`src/rtl/div_pkg.sv`:
```
// div_pkg: shared state encoding and default operand width for the shift-subtract divider
package div_pkg;
   localparam int DIV_WIDTH = 32;
   typedef enum logic [2:0] {IDLE, LOAD, ITER, FIX, DONE} state_t;
endpackage

```
`src/rtl/divider_seq_ctrl.sv`:
```
// divider_seq_ctrl: sequences load, WIDTH shift-subtract steps and a final right-shift fix-up
module divider_seq_ctrl
   import div_pkg::*;
#(
   parameter int WIDTH = DIV_WIDTH,
   localparam int CNT_W = $clog2(WIDTH + 1)
) (
   input  logic             clk,
   input  logic             rst,
   input  logic             run,
   input  logic             div_zero,
   output logic             w_ctrl_reg2,
   output logic             w_ctrl_div,
   output logic             reg2_en,
   output logic             SLL_ctrl,
   output logic             SRL_ctrl,
   output logic             busy,
   output logic             rdy,
   output logic             dz_err,
   output logic [CNT_W-1:0] iter_cnt
);
   state_t           state_q, state_d;
   logic [CNT_W-1:0] cnt_q, cnt_d;
   logic             dz_q, dz_d;
   // state, iteration count and divide-by-zero flag registers
   always_ff @(posedge clk or posedge rst) begin
      if (rst) begin
         state_q <= IDLE;
         cnt_q   <= '0;
         dz_q    <= 1'b0;
      end else begin
         state_q <= state_d;
         cnt_q   <= cnt_d;
         dz_q    <= dz_d;
      end
   end
   // next-state logic; run is only honoured in IDLE or DONE, never queued while busy
   always_comb begin
      state_d = state_q;
      cnt_d   = cnt_q;
      dz_d    = dz_q;
      case (state_q)
         IDLE: state_d = run ? LOAD : IDLE;
         LOAD: begin
            cnt_d   = '0;
            dz_d    = div_zero;
            state_d = div_zero ? DONE : ITER;
         end
         ITER: begin
            cnt_d   = (cnt_q == CNT_W'(WIDTH)) ? cnt_q : cnt_q + 1'b1;
            state_d = (cnt_q == CNT_W'(WIDTH - 1)) ? FIX : ITER;
         end
         FIX:  state_d = DONE;
         DONE: state_d = run ? LOAD : DONE;
         default: state_d = IDLE;
      endcase
   end
   assign w_ctrl_reg2 = state_q == LOAD;
   assign w_ctrl_div  = state_q == LOAD;
   assign SLL_ctrl    = state_q == ITER;
   assign SRL_ctrl    = state_q == FIX;
   assign busy        = w_ctrl_reg2 | SLL_ctrl | SRL_ctrl;
   assign reg2_en     = busy;
   assign rdy         = state_q == DONE;
   assign dz_err      = dz_q & rdy;
   assign iter_cnt    = cnt_q;
endmodule
```
`config.mk`:
```
export PLATFORM = sky130hd
export DESIGN_NAME = divider_seq_ctrl
export DESIGN_NICKNAME = d
export VERILOG_FILES = /design/src/rtl/div_pkg.sv /design/src/rtl/divider_seq_ctrl.sv
export SDC_FILE = /design/constraint.sdc
export NUM_CORES = 1
export LEC_CHECK = 0
export CAP_MARGIN = 20
export CORE_AREA = 2 2 39 41
export CTS_CLUSTER_DIAMETER = 40
export CTS_CLUSTER_SIZE = 25
export DETAILED_ROUTE_END_ITERATION = 10
export DIE_AREA = 0 0 41 43
export MAX_ROUTING_LAYER = met4
export PLACE_DENSITY = 0.79
export SLEW_MARGIN = 25
export SYNTH_ARGS = -nofsm -noshare
export SYNTH_HDL_FRONTEND = slang
export SYNTH_SLANG_ARGS = --single-unit
```
`constraint.sdc`:
```
create_clock -name clk -period 3.05 [get_ports clk]
set_input_delay 0.305 -clock clk [delete_from_list [all_inputs] [get_ports clk]]
set_output_delay 0.305 -clock clk [all_outputs]
set_load 0.02 [all_outputs]
```
==> summary.txt <==
Clocking
  – TritonCTS Buffers: 3
  – CTS Root Cell: clkbuf_4
  – CTS tree: yes
  – CTS clk-pin slew, worst paths: 70 ps
  – Skew-Pair Late Insertion Delay: 260 ps
  – Clock Tree Buf Depth: 2
  – # H-tree levels: 1
  – # clock sinks: 10
  – # Post-CTS Setup Buffers: 0
  – Hold buffers post-CTS: 0
  – Post-CTS resize count: 0

Floorplanning
  – Core area: 0.00138 mm^2
  – Initial core utilization: 42.7%
  – Die W: 41 um
  – Row cnt: 14
  – Die Y-Extent: 43 um
  – IO Count: 18
  – Die ar.: 0.00176 mm^2

Timing
  – Slew Limit Fails: 0
  – Fmax: 456 MHz
  – Final setup fails: 0
  – TNS Setup: 0 ps
  – Unrepaired setup endpoints after global routing: no
  – Final period utilization: 71.9%
  – Min Tclk post-route: 2190 ps
  – Hold Fails Final Rpt: 0
  – Clock skew: 1.19 ps
  – Relative slew slack: 73.6%
  – Slew @ Worst Pin: 396 ps

Layout
  – Fillcell total: 133
  – Register Area: 250 um^2
  – Share of cells above drive strength 1: 12.3%
  – Multi-input gate area: 284 um^2
  – Nets: 88
  – ANT cells: 0
  – Final Core Density: 57.6%
  – Synth-to-layout area growth: 35.0%

Synth
  – Synth Area in Compound Gates: 13.3%
  – Synth Warn #: 0
  – Mapped Cells: 63
  – Synth cell types: 28
  – Syn_nets: 69
  – Mapped cell area: 591 um^2
  – Sequential share of the synthesized area: 42.4%
  – Synth Area in Adders: 4.24%
  – Largest family of logic cells by synthesized area: simple AND/OR/NAND/NOR gates
  – Synthesized area per cell: 9.37 um^2
  – Simple-gate area share of the yosys netlist: 23.9%
  – Mux cell area share after synthesis: 5.08%
  – Post-Synth XOR/XNOR Area: 1.48%
  – Synthesized flop and latch total: 10

Global route
  – First-pass GRT wire length: 1990 um
  – M1 GR Usage: 21.2%
  – Grt met3 use: 7.85%
  – Most used routing layer: met2
  – Grt ovf: 0
  – Initial antenna violation count: 0
  – Largest net degree at the start of global routing: 11
  – Met2 Use GR: 24.7%
  – Vias in the first global route: 471
  – Total track usage: 18.0%

Power
  – Sw Ratio: 40.8%
  – Logic pwr share: 50.2%
  – P per Cell Area: 837 mW/mm^2
  – Seq pwr share: 32.1%
  – Maximum vdd ir drop: 0.000404 V
  – Clk network pwr share: 17.7%
  – P_int: 395 uW
  – Total power: 667 uW
  – NetSw: 272 uW
  – P_leak: 0.000352 uW

Critical path
  – Setup slack, reg-to-reg: 1590 ps
  – CP Class: register to primary output
  – Worst EP required: 2740 ps
  – Worst Path Arrival: 1890 ps
  – Crit end category: primary output
  – Crit Path Max Fanout: 5
  – CP Launch Type: register

Routing
  – DR WL/cell: 12.3 um
  – DR vias: 510
  – Routed WL: 1190 um
  – DR iter-0 viols: 4
  – Vias per cell: 5.26
  – Post-DRT Antenna Nets: 0
  – Number of remaining DRC errors: 0
  – Pre-antenna DRT Iters: 2

Placed design
  – Gp weighted congestion: 0.802
  – DP HPWL: 922 um
  – Count of input and output buffers: 17

Flow run
  – MaxCap Viol Count: 0

Outcome
  – Status: finished, final reports clean

Min path
  – Type of the worst min-delay path: primary input to async pin
synthesized netlist by cell type:
cell	n	area, um^2
inv_1	6	22.5
or3_4	1	11.3
or3b_4	1	11.3
nor3b_1	1	7.51
nand4bb_1	1	11.3
dfrtp_1	10	250
xnor2_1	1	8.76
buf_2	1	5.00
nand2_1	5	18.8
and3_1	2	12.5
nand4_1	1	6.26
nor2_1	7	26.3
buf_4	2	15.0
mux2i_1	3	30.0
nand2b_1	1	6.26
clkinv_2	1	5.00
nand3_1	3	15.0
o21ai_0	3	15.0
o21ai_1	3	15.0
clkinv_4	1	8.76
o31ai_2	1	12.5
o32ai_1	1	8.76
nor4b_1	1	8.76
o21ai_4	1	16.3
ha_1	2	25.0
and2_1	1	6.26
a31oi_1	1	6.26
a21oi_1	1	5.00
layout make-up:
type                            count  share of cell area, %
Multi-Input combinational cell     42                   35.6
Sequential cell                    10                   31.4
Timing Repair Buffer               17                   21.4
Clock buffer                        4                   4.55
Inverter                            8                   4.55
Tap cell                           16                   2.51
cells by family after synthesis:
kind of cell	after synthesis
AOI/OAI and AO/OA	11
DFF	10
xor gates and xnor gates	1
and+or+nand+nor	25
muxes	3
adders and majority gates	2
buffers and inverters	11
metal layers:
layer | up-vias | share of wire [%]
met4 | 0 | 2.4
met3 | 4 | 3.9
li1 | 253 | -
met5 | - | 0
met1 | 241 | 43
met2 | 12 | 50
state kept, by name, indices dropped and copies added (netlist names):
register / count
iter_cnt: 6
state_q: 3
dz_q: 1
power groups by stage:
stage	clock network (uW)	logic, uW	registers, uW
final	118	335	214
after global routing	133	369	223
after CTS	122	337	213
after detailed placement	0	336	216
after global placement	0	331	214
after floorplan	0	220	215
path summary, 6_finish.rpt:
path	end	from	cells after the start
max	w_ctrl_reg2	state_q[0]	4
min	iter_cnt[5]	rst	2
max reg2reg	iter_cnt[2]	state_q[0]	6
min reg2reg	dz_q	dz_q	2
max in group asynchronous	state_q[2]	rst	2
min in group clk	dz_q	dz_q	2
cell usage in the layout (no fill, tap or decap), types with 2 or more instances in the layout:
master / Yosys / layout
o21ai_1: 3 / 3
ha_1: 2 / 2
dfrtp_1: 10 / 10
mux2i_1: 3 / 3
inv_1: 6 / 6
and3_1: 2 / 2
o21ai_0: 3 / 3
nand2_1: 5 / 5
clkdlybuf4s50_1: 0 / 17
nand3_1: 3 / 3
nor2_1: 7 / 7
clkbuf_4: 0 / 3
per-stage QoR:
step           setup WS (ps)  cells  cell area [um^2]  hold WS [ps]
3_5_place_dp            1160     93               761           469
2_1_floorplan           1640     63               591           145
6_report                 858     97               797           315
5_1_grt                  794     97               797           360
3_3_place_gp            1140     93               761           467
4_1_cts                  858     97               797           326
worst max-delay path, cell delays in order, from the launching register on:
cell and delay [ps]:
dfrtp_1 430, inv_1 90, or3_4 410, clkinv_2 90
clkdlybuf4s50_1 600
Note: power is estimated with default switching activity, not from simulation.
